[src/rtl/sync_strobe_gen_pkg.sv]
// ----------------------------------------------------------------------------
// sync_defs
//   Shared definitions for the epoch strobe generator.
//   - state_e : FSM state encoding, also driven out on the 2-bit state port
//               (0 IDLE, 1 ARMED, 2 RUN).
//   - EPOCH_W : width of the wrapping epoch counter.
// ----------------------------------------------------------------------------
package sync_defs;

    localparam int unsigned EPOCH_W = 16;

    typedef enum logic [1:0] {
        ST_IDLE  = 2'd0,
        ST_ARMED = 2'd1,
        ST_RUN   = 2'd2
    } state_e;

endpackage

[src/rtl/sync_strobe_gen_edge_det.sv]
// ----------------------------------------------------------------------------
// sync_edge_det
//   Synchroniser and polarity-selectable edge detector for the asynchronous
//   external sync input.
//
//   Ports
//     clk     in   system clock, posedge
//     reset   in   asynchronous active-low reset
//     sync_i  in   asynchronous external sync level
//     pol_i   in   1 = rising edge active, 0 = falling edge active
//     edge_o  out  registered one-cycle pulse on the active transition
//
//   Latency: a transition first sampled at clock edge k produces edge_o high
//   after edge k+SYNC_STAGES, so a consumer acts on it at edge k+SYNC_STAGES+1.
//   SYNC_STAGES must be at least 2.
// ----------------------------------------------------------------------------
module sync_edge_det #(
    parameter int unsigned SYNC_STAGES = 2
) (
    input  logic clk,
    input  logic reset,
    input  logic sync_i,
    input  logic pol_i,
    output logic edge_o
);

    logic [SYNC_STAGES-1:0] sync_q;
    logic                   hist_q;
    logic                   edge_q;
    logic                   edge_d;

    // Compare the synchronised level against the one-cycle-old history flop.
    always_comb begin
        edge_d = 1'b0;
        if (pol_i) begin
            edge_d = sync_q[SYNC_STAGES-1] & ~hist_q;
        end else begin
            edge_d = ~sync_q[SYNC_STAGES-1] & hist_q;
        end
    end

    always_ff @(posedge clk or negedge reset) begin
        if (!reset) begin
            sync_q <= '0;
            hist_q <= 1'b0;
            edge_q <= 1'b0;
        end else begin
            sync_q <= {sync_q[SYNC_STAGES-2:0], sync_i};
            hist_q <= sync_q[SYNC_STAGES-1];
            edge_q <= edge_d;
        end
    end

    assign edge_o = edge_q;

endmodule

[src/rtl/sync_strobe_gen.sv]
// ----------------------------------------------------------------------------
// sync_strobe_gen
//   Epoch / time-mark strobe generator. Aligns a free-running counter to an
//   external sync edge with a programmable phase, then emits a one-clock
//   strobe every period+1 clocks for the downstream delay line.
//
//   Ports
//     clk        in   system clock, posedge
//     reset      in   asynchronous active-low reset
//     enable     in   block enable; low forces IDLE on the next clock
//     arm        in   one-clock (re)arm pulse; waits for next sync edge
//     sync_pol   in   1 = rising, 0 = falling ext_sync edge is active
//     ext_sync   in   asynchronous external sync input
//     period     in   strobe interval minus one
//     phase      in   counter load value on the sync edge
//     strobe     out  registered one-clock epoch strobe
//     epoch_cnt  out  strobes since last arm, wraps mod 2^16
//     state      out  FSM state (0 IDLE, 1 ARMED, 2 RUN)
//     slip       out  sticky: sync edge seen in RUN while counter != 0
// ----------------------------------------------------------------------------
module sync_strobe_gen
    import sync_defs::*;
#(
    parameter int unsigned CNT_WIDTH   = 32,
    parameter int unsigned SYNC_STAGES = 2
) (
    input  logic                 clk,
    input  logic                 reset,
    input  logic                 enable,
    input  logic                 arm,
    input  logic                 sync_pol,
    input  logic                 ext_sync,
    input  logic [CNT_WIDTH-1:0] period,
    input  logic [CNT_WIDTH-1:0] phase,
    output logic                 strobe,
    output logic [EPOCH_W-1:0]   epoch_cnt,
    output logic [1:0]           state,
    output logic                 slip
);

    logic                 sync_edge;

    state_e               state_q,      state_d;
    logic [CNT_WIDTH-1:0] counter_q,    counter_d;
    logic [CNT_WIDTH-1:0] period_lat_q, period_lat_d;
    logic                 strobe_q,     strobe_d;
    logic [EPOCH_W-1:0]   epoch_q,      epoch_d;
    logic                 slip_q,       slip_d;
    logic                 at_wrap;

    sync_edge_det #(
        .SYNC_STAGES (SYNC_STAGES)
    ) u_edge_det (
        .clk    (clk),
        .reset  (reset),
        .sync_i (ext_sync),
        .pol_i  (sync_pol),
        .edge_o (sync_edge)
    );

    assign at_wrap = (counter_q == period_lat_q);

    always_comb begin
        state_d      = state_q;
        counter_d    = counter_q;
        period_lat_d = period_lat_q;
        strobe_d     = 1'b0;
        epoch_d      = epoch_q;
        slip_d       = slip_q;

        if (!enable) begin
            // Disable wins from any state; epoch_cnt and slip are kept.
            state_d   = ST_IDLE;
            counter_d = '0;
        end else begin
            unique case (state_q)
                ST_IDLE: begin
                    counter_d = '0;
                    if (arm) begin
                        state_d = ST_ARMED;
                        epoch_d = '0;
                        slip_d  = 1'b0;
                    end
                end

                ST_ARMED: begin
                    // A re-arm coinciding with the sync edge discards the edge.
                    if (arm) begin
                        epoch_d = '0;
                        slip_d  = 1'b0;
                    end else if (sync_edge) begin
                        state_d      = ST_RUN;
                        counter_d    = (phase > period) ? '0 : phase;
                        period_lat_d = period;
                    end
                end

                ST_RUN: begin
                    strobe_d = at_wrap;
                    // The shadow period is only refreshed at the wrap so the
                    // epoch in flight keeps its length.
                    if (at_wrap) begin
                        counter_d    = '0;
                        period_lat_d = period;
                    end else begin
                        counter_d = counter_q + CNT_WIDTH'(1);
                    end
                    epoch_d = epoch_q + EPOCH_W'(strobe_d);
                    // A later sync edge only flags misalignment; the counter
                    // is never re-aligned while running.
                    if (sync_edge && (counter_q != '0)) begin
                        slip_d = 1'b1;
                    end
                    if (arm) begin
                        state_d   = ST_ARMED;
                        counter_d = '0;
                        epoch_d   = '0;
                        slip_d    = 1'b0;
                    end
                end

                default: begin
                    state_d   = ST_IDLE;
                    counter_d = '0;
                end
            endcase
        end
    end

    always_ff @(posedge clk or negedge reset) begin
        if (!reset) begin
            state_q      <= ST_IDLE;
            counter_q    <= '0;
            period_lat_q <= '0;
            strobe_q     <= 1'b0;
            epoch_q      <= '0;
            slip_q       <= 1'b0;
        end else begin
            state_q      <= state_d;
            counter_q    <= counter_d;
            period_lat_q <= period_lat_d;
            strobe_q     <= strobe_d;
            epoch_q      <= epoch_d;
            slip_q       <= slip_d;
        end
    end

    assign strobe    = strobe_q;
    assign epoch_cnt = epoch_q;
    assign state     = state_q;
    assign slip      = slip_q;

endmodule
[config.mk]
export PLATFORM = sky130hd
export DESIGN_NAME = sync_strobe_gen
export DESIGN_NICKNAME = d
export VERILOG_FILES = /design/src/rtl/sync_strobe_gen_pkg.sv /design/src/rtl/sync_strobe_gen_edge_det.sv /design/src/rtl/sync_strobe_gen.sv
export SDC_FILE = /design/constraint.sdc
export NUM_CORES = 1
export LEC_CHECK = 0
export ABC_CLOCK_PERIOD_IN_PS = 6700
export CAP_MARGIN = 20
export CORE_UTILIZATION = 50
export DETAILED_ROUTE_END_ITERATION = 8
export PLACE_DENSITY = 0.77
export SETUP_SLACK_MARGIN = 0.1
export SLEW_MARGIN = 25
export SYNTH_ARGS = -nofsm -noshare
export SYNTH_HDL_FRONTEND = slang
export SYNTH_SLANG_ARGS = --single-unit
[constraint.sdc]
create_clock -name clk -period 6.7 [get_ports clk]
set_input_delay 1.34 -clock clk [delete_from_list [all_inputs] [get_ports clk]]
set_output_delay 1.34 -clock clk [all_outputs]
set_load 0.02 [all_outputs]
==> flow_metrics.env, run 1 <==
export IMPL_std_cell_rows=38
export IMPL_synth_area_sq_um=5590
export IMPL_cts_clk_slew_worst_paths_ns=0.09
export IMPL_reg2reg_slack_ns=3.21
export IMPL_period_share_pct=60.7
export IMPL_combPwrFrac_pct=26.2
export IMPL_post_cts_resized=0
export IMPL_skew_ns=0.0131
export IMPL_max_freq_mhz=246
export IMPL_syn_avg_cell_area_sq_um=9.63
export IMPL_synth_top_area_share_pct=39.4
export IMPL_grt_max_degree=46
export IMPL_yosysWarnings=0
export IMPL_slew_headroom_pct=30.0
export IMPL_postCtsSetupRepairBufs=0
export IMPL_power_switching_mw=0.481
export IMPL_grt_overflow=0
export IMPL_slew_violations=0
export IMPL_vias=4807
export IMPL_tns_ns=0
export IMPL_switching_share_pct=31.5
export IMPL_final_util_pct=62.8
export IMPL_clkLatencyLatePin_ns=0.37
export IMPL_n_antenna_cell=0
export IMPL_ios=90
export IMPL_vias_per_cell=5.98
export IMPL_min_period_ns=4.07
export IMPL_yosys_top_cells_area="dfrtp_1 39%, ha_1 9.2%, xor2_1 6.3%"
export IMPL_end_kind="flop"
export IMPL_synthesis_nets=691
export IMPL_design_area_sq_um=6810
export IMPL_cp_start_kind="input port"
export IMPL_die_w_um=108
export IMPL_portBuffers=89
export IMPL_synth_ff_type="dfrtp_1"
export IMPL_cts_hold_fix_buffers=0
export IMPL_antenna_found_initial=0
export IMPL_syn_instance_count=580
export IMPL_antenna_left=0
export IMPL_synth_common_cells="88 x dfrtp_1, 42 x inv_1, 41 x ha_1"
export IMPL_cts_tree="done"
export IMPL_powerDensity_nw_per_um2=224
export IMPL_reg2reg_depth=8
export IMPL_p_clk_share_pct=25.9
export IMPL_min_path_cells=0
export IMPL_cts_sinks=88
export IMPL_cap_violations=0
export IMPL_post_route_drc_count=0
export IMPL_grt_usage_pct=25.2
export IMPL_dpl_cell_area_sq_um=6590
export IMPL_coreArea_sq_um=10800
export IMPL_synthDistinctLibCells=46
export IMPL_drive_above_1_share_pct=9.04
export IMPL_rsz0062_at_grt="false"
export IMPL_arrival_ns=4.37
export IMPL_critPathKind="input port to flop"
export IMPL_peakVddDrop_mv=0.148
export IMPL_yosys_register_bits=88
export IMPL_firstDrtPassIters=5
export IMPL_grt_pass1_vias=4651
export IMPL_drt_iter0_markers=279
export IMPL_internal_power_mw=1.04
export IMPL_cts_made_buffers=9
export IMPL_die_area_sq_um=11600
export IMPL_root_buffer="clkbuf_8"
export IMPL_p_leak_nw=3.17
export IMPL_nFillCells=926
export IMPL_yosysTopAreaCell="dfrtp_1"
export IMPL_setup_viol_count_final=0
export IMPL_synth_edff_count=0
export IMPL_dp_final_hpwl_mm=10.6
export IMPL_cp_max_fo=19
export IMPL_ys_seq_area_share_pct=39.4
export IMPL_post_drt_wl_per_cell_um=17.3
export IMPL_gp_congestion=0.949
export IMPL_die_h_um=108
export IMPL_crit_required_ns=7.00
export IMPL_htree_levels=3
export IMPL_cts_buffer_depth=2
export IMPL_status="completed"
export IMPL_synthArstFlopShare_pct=100
export IMPL_wl_mm=13.9
export IMPL_p_seq_share_pct=47.9
export IMPL_area_delta_synth_final_pct=21.9
export IMPL_worst_pin_slew_ns=1.05
export IMPL_hold_viol_final=0
export IMPL_initial_core_util_pct=51.5
export IMPL_min_path_type="flop to flop"
export IMPL_grt_pass1_wl_mm=22.6
export IMPL_yosysMostFrequentCell="dfrtp_1"
export IMPL_layout_nets=770
[cell usage in the layout (no fill, tap or decap), types with 3 or more instances in the layout]
cell and n:
dfrtp_1 88, clkdlybuf4s50_1 88, inv_1 42, ha_1 41, xor2_1 40, nor2_1 38, nand2_1 33, o21ai_0 33
mux2_2 31, a21oi_1 23, nor4_1 22, nand3_1 22, a221o_1 21, nand4_1 16, and3_1 12, nor3b_1 12
nor3_1 11, clkbuf_8 11, a31oi_1 7, and4_1 6, o21a_1 5, a211o_1 5, a21o_1 4, a21bo_1 4
buf_4 4, nand2b_1 3, nor2b_1 3, a221oi_1 3, o31ai_1 3, and2_1 3
[metal layers]
metal	vias to the layer above	global-route usage [%]	wire [um]
met3	31	3.75	823
met5	-	0	0
met4	0	10.8	338
met1	2308	33.3	6130
li1	2279	-	-
met2	189	41.1	6600
[critical path: stages]
cell             delay [ns]
clkdlybuf4s50_1        0.51
inv_1                  0.06
ha_1                   0.31
nand4_1                0.15
nor2_1                 0.15
nand3_1                0.13
or4_1                  0.53
o21ai_0                0.08
and3_1                 0.54
buf_4                  0.37
a221o_1                0.19
[metrics by stage]
stage	power [mW]	hold WS, ns	std cells	setup WS (ns)
after floorplan	0.966	0.331	580	3.41
after global placement	1.11	0.331	785	2.39
after detailed placement	1.13	0.340	788	2.34
after CTS	1.53	0.359	804	2.69
after global routing	1.60	0.374	804	2.47
final	1.53	0.355	804	2.63
[final timing paths]
kind	from	end
worst max-delay path	period[30]	counter_q[26]
worst min-delay path	u_edge_det.sync_q[0]	u_edge_det.sync_q[1]
worst max register to register	counter_q[19]	counter_q[27]
worst min register to register	u_edge_det.sync_q[0]	u_edge_det.sync_q[1]
max in group asynchronous	reset	state[1]
min in group asynchronous	reset	period_lat_q[14]
[cells by family (layout without fill, tap and decap cells)]
logic type / count (synthesis) / after routing / share of synthesized area (%)
AOI/OAI and AO/OA: 117 / 117 / 14.7
xor gates and xnor gates: 41 / 41 / 6.43
adders and majority gates: 41 / 41 / 9.18
buffers and inverters: 69 / 153 / 5.26
DFF: 88 / 88 / 39.4
muxes: 33 / 33 / 6.63
and+or+nand+nor: 191 / 191 / 18.3
[cell type report]
| type | count | area [sq um] | area share (%) |
|---|---|---|---|
| Multi-Input combinational cell | 423 | 3090 | 45.4 |
| Clock inverter | 5 | 63.8 | 0.937 |
| Clock buffer | 11 | 151 | 2.22 |
| Tap cell | 140 | 175 | 2.57 |
| Inverter | 42 | 158 | 2.32 |
| Timing Repair Buffer | 95 | 968 | 14.2 |
| Sequential cell | 88 | 2200 | 32.3 |
[sequential cells by signal, summed over array words and instances (netlist names)]
name,count
epoch_cnt,16
u_edge_det.hist_q,1
u_edge_det.edge_o,1
counter_q,32
u_edge_det.sync_q,2
slip,1
strobe,1
state,2
period_lat_q,32
[power groups by stage]
stage	Combinational (mW)	Sequential, mW	Clock, mW
after floorplan	0.253	0.713	0
after global placement	0.378	0.736	0
after detailed placement	0.392	0.740	0
after CTS	0.397	0.730	0.399
after global routing	0.439	0.742	0.422
final	0.399	0.731	0.395
(Power assumes the default switching activity.)
==> run 2: changes to the inputs <==
--- a/config.mk
+++ b/config.mk
@@ -5,11 +5,11 @@
 export SDC_FILE = /design/constraint.sdc
 export NUM_CORES = 1
 export LEC_CHECK = 0
-export ABC_CLOCK_PERIOD_IN_PS = 6700
+export ABC_CLOCK_PERIOD_IN_PS = 3500
 export CAP_MARGIN = 20
-export CORE_UTILIZATION = 50
+export CORE_UTILIZATION = 49
 export DETAILED_ROUTE_END_ITERATION = 8
-export PLACE_DENSITY = 0.77
+export PLACE_DENSITY = 0.79
 export SETUP_SLACK_MARGIN = 0.1
 export SLEW_MARGIN = 25
 export SYNTH_ARGS = -nofsm -noshare
==> constraint.sdc (replaced) <==
create_clock -name clk -period 3.5 [get_ports clk]
set_input_delay 0.7 -clock clk [delete_from_list [all_inputs] [get_ports clk]]
set_output_delay 0.7 -clock clk [all_outputs]
set_load 0.02 [all_outputs]
==> flow_metrics.env, run 2 (synthesis gave the netlist of run 1 again) <==
export IMPL_status="completed"
export IMPL_cap_violations=0
export IMPL_period_share_pct=90.2
export IMPL_critPathKind="flop to flop"
export IMPL_cts_buffer_depth=2
export IMPL_slowest_delay_ns=0.47
export IMPL_htree_levels=3
export IMPL_die_area_sq_um=11800
export IMPL_n_antenna_cell=0
export IMPL_clkLatencyLatePin_ns=0.35
export IMPL_firstDrtPassIters=5
export IMPL_power_switching_mw=0.979
export IMPL_cp_max_fo=8
export IMPL_vias_per_cell=6.04
export IMPL_cp_cell_sequence="xor2_1 -> nor4_1 -> nand4_1 -> nor2_1 -> ha_1 -> ha_1 -> and3_1 -> nand3_1 -> nor2_1 -> nand3_1 -> xor2_1 -> nor2_1"
export IMPL_area_delta_synth_final_pct=23.5
export IMPL_min_period_ns=3.16
export IMPL_tns_ns=0
export IMPL_cts_sinks=88
export IMPL_nFillCells=905
export IMPL_coreArea_sq_um=11000
export IMPL_setup_worst_path_end="epoch_cnt[14]"
export IMPL_antenna_found_initial=0
export IMPL_arrival_ns=3.36
export IMPL_crit_path_top_delay_cell="dfrtp_1"
export IMPL_antenna_left=0
export IMPL_peakVddDrop_mv=0.236
export IMPL_cpMostUsedCell="nor2_1"
export IMPL_grt_pass1_wl_mm=23.3
export IMPL_switching_share_pct=30.8
export IMPL_fin_ws_ns=0.343
export IMPL_dp_final_hpwl_mm=11.1
export IMPL_timing_rr_start="counter_q[20]"
export IMPL_p_seq_share_pct=44.3
export IMPL_max_freq_mhz=317
export IMPL_cts_clk_slew_worst_paths_ns=0.06
export IMPL_post_drt_wl_per_cell_um=18.2
export IMPL_drive_above_1_share_pct=9.73
export IMPL_cp_start_kind="flop"
export IMPL_total_power_mw=3.18
export IMPL_initial_core_util_pct=50.9
export IMPL_p_clk_share_pct=31.4
export IMPL_grt_max_degree=56
export IMPL_grt_pass1_vias=4677
export IMPL_die_w_um=109
export IMPL_root_buffer="clkbuf_16"
export IMPL_ios=90
export IMPL_reg2reg_slack_ns=0.34
export IMPL_end_kind="flop"
export IMPL_cts_made_buffers=9
export IMPL_crit_required_ns=3.70
export IMPL_rsz0062_at_grt="false"
export IMPL_setup_viol_count_final=0
export IMPL_reg2reg_depth=12
export IMPL_powerDensity_nw_per_um2=461
export IMPL_drt_iter0_markers=301
export IMPL_p_leak_nw=3.22
export IMPL_internal_power_mw=2.20
export IMPL_cts_tree="done"
export IMPL_final_cell_mix="88 x dfrtp_1, 88 x clkdlybuf4s50_1, 42 x inv_1"
export IMPL_slew_violations=0
export IMPL_vias=4882
export IMPL_grt_usage_pct=25.9
export IMPL_std_cell_rows=38
export IMPL_wl_mm=14.7
export IMPL_layout_nets=774
export IMPL_postCtsSetupRepairBufs=0
export IMPL_gp_congestion=0.954
export IMPL_pre_cts_ws_ns=0.212
export IMPL_skew_ns=0.00996
export IMPL_die_h_um=109
export IMPL_grt_overflow=0
export IMPL_worstReg2RegEnd="epoch_cnt[14]"
export IMPL_worst_pin_slew_ns=0.725
export IMPL_portBuffers=89
export IMPL_crit_path_start="counter_q[20]"
export IMPL_slew_headroom_pct=51.6
export IMPL_min_path_type="flop to flop"
export IMPL_combPwrFrac_pct=24.3
export IMPL_post_route_drc_count=0
export IMPL_hold_viol_final=0
run 2: stage by stage:
stage	instance area (sq um)	util, %	hold WS, ns	std cells
6_report	6900	62.8	0.352	808
5_1_grt	6900	62.8	0.357	808
4_1_cts	6890	62.8	0.353	808
3_5_place_dp	6590	60.0	0.339	792
3_3_place_gp	6590	60.0	0.334	792
2_1_floorplan	5590	-	0.331	580
run 2: how the worst min path moves through the flow:
stage | from | endpoint | slack [ns] | cells past startpoint
floorplan | u_edge_det.sync_q[0] | u_edge_det.sync_q[1] | 0.33 | 0
global placement | u_edge_det.sync_q[0] | u_edge_det.sync_q[1] | 0.33 | 0
detailed placement | u_edge_det.sync_q[0] | u_edge_det.sync_q[1] | 0.34 | 0
CTS | u_edge_det.sync_q[0] | u_edge_det.sync_q[1] | 0.35 | 0
global route | u_edge_det.sync_q[0] | u_edge_det.sync_q[1] | 0.36 | 0
finish | u_edge_det.sync_q[0] | u_edge_det.sync_q[1] | 0.35 | 0
run 2: cell type report:
| class | count | area [sq um] | area share (%) |
|---|---|---|---|
| clock buffer | 10 | 239 | 3.46 |
| clock inverter | 6 | 67.6 | 0.979 |
| inverter | 42 | 158 | 2.28 |
| multi-input combinational | 423 | 3100 | 44.9 |
| sequential | 88 | 2200 | 31.9 |
| tap | 140 | 175 | 2.54 |
| timing repair buffer | 99 | 963 | 14.0 |
run 2: power by group through the flow:
stage | Combinational, mW | Clock (mW) | Sequential (mW)
global placement | 0.731 | 0 | 1.42
global route | 0.849 | 1.05 | 1.43
detailed placement | 0.760 | 0 | 1.42
CTS | 0.769 | 1.00 | 1.41
finish | 0.775 | 0.998 | 1.41
floorplan | 0.485 | 0 | 1.37
run 2: repair_timing:
| action | in CTS | in global routing |
|---|---|---|
| endpoints found under the hold margin | 0 | 0 |
| setup endpoints to repair | 0 | 1 |
| gates resized for setup | 0 | 1 |
| hold buffers | 0 | 0 |
run 2: per-layer routing:
layer	track usage, %	up-vias	routed length, um
met5	0	-	0
li1	-	2276	-
met1	33.7	2353	6350
met2	43.3	218	6960
met4	9.94	0	435
met3	4.18	35	938
run 2: critical path: cells and delay by family, from the launching register on:
kind                     cells  cell delay (ns)
XOR/XNOR                     2             0.35
flip-flops                   1             0.47
AND/OR/NAND/NOR              8             1.73
adder cells (fa/ha/maj)      2             0.48
==> run 3: changes to the inputs <==
--- a/config.mk
+++ b/config.mk
@@ -7,9 +7,11 @@
 export LEC_CHECK = 0
 export ABC_CLOCK_PERIOD_IN_PS = 3500
 export CAP_MARGIN = 20
-export CORE_UTILIZATION = 49
+export CELL_PAD_IN_SITES_DETAIL_PLACEMENT = 1
+export CELL_PAD_IN_SITES_GLOBAL_PLACEMENT = 1
+export CORE_UTILIZATION = 38
 export DETAILED_ROUTE_END_ITERATION = 8
-export PLACE_DENSITY = 0.79
+export PLACE_DENSITY = 0.8
 export SETUP_SLACK_MARGIN = 0.1
 export SLEW_MARGIN = 25
 export SYNTH_ARGS = -nofsm -noshare
==> flow_metrics.env, run 3 (synthesis gave the netlist of run 1 again) <==
export IMPL_status="completed"
export IMPL_grt_overflow=0
export IMPL_multi_input_area_sq_um=3120
export IMPL_grt_pass1_vias=5153
export IMPL_htree_levels=3
export IMPL_crit_required_ns=3.71
export IMPL_cp_max_fo=9
export IMPL_ios=90
export IMPL_cp_top_family="simple AND/OR/NAND/NOR gates"
export IMPL_final_cell_mix="88 x dfrtp_1, 88 x clkdlybuf4s50_1, 42 x inv_1"
export IMPL_period_share_pct=90.1
export IMPL_final_util_pct=49.9
export IMPL_skew_ns=0.00766
export IMPL_arrival_ns=3.37
export IMPL_peakVddDrop_mv=0.274
export IMPL_powerDensity_nw_per_um2=468
export IMPL_std_cell_rows=43
export IMPL_gp_congestion=0.836
export IMPL_die_w_um=123
export IMPL_top_usage_layer="met2"
export IMPL_initial_core_util_pct=39.6
export IMPL_setup_viol_count_final=0
export IMPL_n_antenna_cell=0
export IMPL_portBuffers=89
export IMPL_cap_violations=0
export IMPL_cts_made_buffers=9
export IMPL_die_h_um=123
export IMPL_register_area_sq_um=2200
export IMPL_antenna_found_initial=0
export IMPL_root_buffer="clkbuf_16"
export IMPL_cp_cell_sequence="xor2_1 -> nor4_2 -> nand4_1 -> nor2_1 -> ha_1 -> ha_1 -> and3_1 -> nand3_1 -> nor2_2 -> nand3_1 -> xor2_1 -> nor2_1"
export IMPL_vias=4891
export IMPL_nFillCells=1606
export IMPL_cts_clk_slew_worst_paths_ns=0.07
export IMPL_dp_final_hpwl_mm=12.8
export IMPL_hold_viol_final=0
export IMPL_critPathKind="flop to flop"
export IMPL_postCtsSetupRepairBufs=0
export IMPL_min_period_ns=3.15
export IMPL_grt_max_degree=55
export IMPL_firstDrtPassIters=4
export IMPL_end_kind="flop"
export IMPL_met1_usage_pct=31.9
export IMPL_rsz0062_at_grt="false"
export IMPL_area_delta_synth_final_pct=25.9
export IMPL_tns_ns=0
export IMPL_vias_per_cell=5.76
export IMPL_cts_sinks=88
export IMPL_coreArea_sq_um=14100
export IMPL_drive_above_1_share_pct=10.3
export IMPL_cts_buffer_depth=2
export IMPL_post_route_drc_count=0
export IMPL_slowest_delay_ns=0.49
export IMPL_drt_iter0_markers=261
export IMPL_wl_mm=17.1
export IMPL_cts_tree="done"
export IMPL_layout_nets=775
export IMPL_grt_pass1_wl_mm=27.4
export IMPL_dpl_cell_area_sq_um=6680
export IMPL_crit_buf_inv=0
export IMPL_die_area_sq_um=15200
export IMPL_slew_violations=0
export IMPL_design_area_sq_um=7030
export IMPL_post_drt_wl_per_cell_um=20.2
export IMPL_clkLatencyLatePin_ns=0.36
export IMPL_min_path_type="input port to asynchronous set/reset pin"
export IMPL_antenna_left=0
export IMPL_use_met2_pct=39.8
export IMPL_p_leak_nw=3.25
export IMPL_crit_path_top_delay_cell="dfrtp_1"
export IMPL_slew_headroom_pct=49.8
export IMPL_grt_util_met3_pct=3.04
export IMPL_grt_usage_pct=24.1
export IMPL_worst_pin_slew_ns=0.750
export IMPL_max_freq_mhz=317
export IMPL_cp_start_kind="flop"
-- run 3: cell count changes in the layout (fill, tap and decap cells not counted), moves of 2 or more --
cell    delta
nor4_2     +3
buf_12     +3
buf_4      -2
nor4_1     -3
-- run 3: power by group --
part	internal, mW	switching [mW]
registers	1.23	0.172
clock network	0.644	0.423
logic	0.414	0.411
total	2.28	1.01
-- run 3: routing by layer --
metal | vias up | part of all wire [%]
met5 | - | 0
met4 | 0 | 1.6
met3 | 18 | 4.2
met2 | 105 | 50
met1 | 2489 | 45
li1 | 2279 | -
-- run 3: final timing paths --
| check | startpoint | endpoint | slack (ns) | cells after the start |
|---|---|---|---|---|
| setup / recovery | counter_q[9] | epoch_cnt[12] | 0.35 | 12 |
| hold / removal | reset | epoch_cnt[13] | 0.27 | 1 |
| setup reg to reg | counter_q[9] | epoch_cnt[12] | 0.35 | 12 |
| hold reg to reg | u_edge_det.sync_q[0] | u_edge_det.sync_q[1] | 0.35 | 0 |
| max in group asynchronous | reset | strobe | 2.41 | 2 |
| min in group clk | u_edge_det.sync_q[0] | u_edge_det.sync_q[1] | 0.35 | 0 |
-- run 3: what timing repair did --
item / CTS / global route
endpoints found under the setup margin: 0 / 6
gates resized for setup: 0 / 5
hold buffers: 0 / 0
-- run 3: through the flow --
stage | setup slack, ns | power [mW] | hold slack (ns) | std cells
2_1_floorplan | 0.846 | 1.85 | 0.331 | 580
3_3_place_gp | 0.176 | 2.17 | 0.338 | 833
3_5_place_dp | 0.0977 | 2.21 | 0.343 | 833
4_1_cts | 0.153 | 3.29 | 0.293 | 849
5_1_grt | 0.137 | 3.45 | 0.309 | 849
6_report | 0.346 | 3.29 | 0.269 | 849
-- run 3: final cells by class --
| type | count | share of cell area (%) |
|---|---|---|
| clock buffer | 11 | 3.45 |
| clock inverter | 5 | 1.14 |
| inverter | 42 | 2.24 |
| multi-input combinational | 423 | 44.3 |
| sequential | 88 | 31.3 |
| tap | 180 | 3.20 |
| timing repair buffer | 100 | 14.3 |
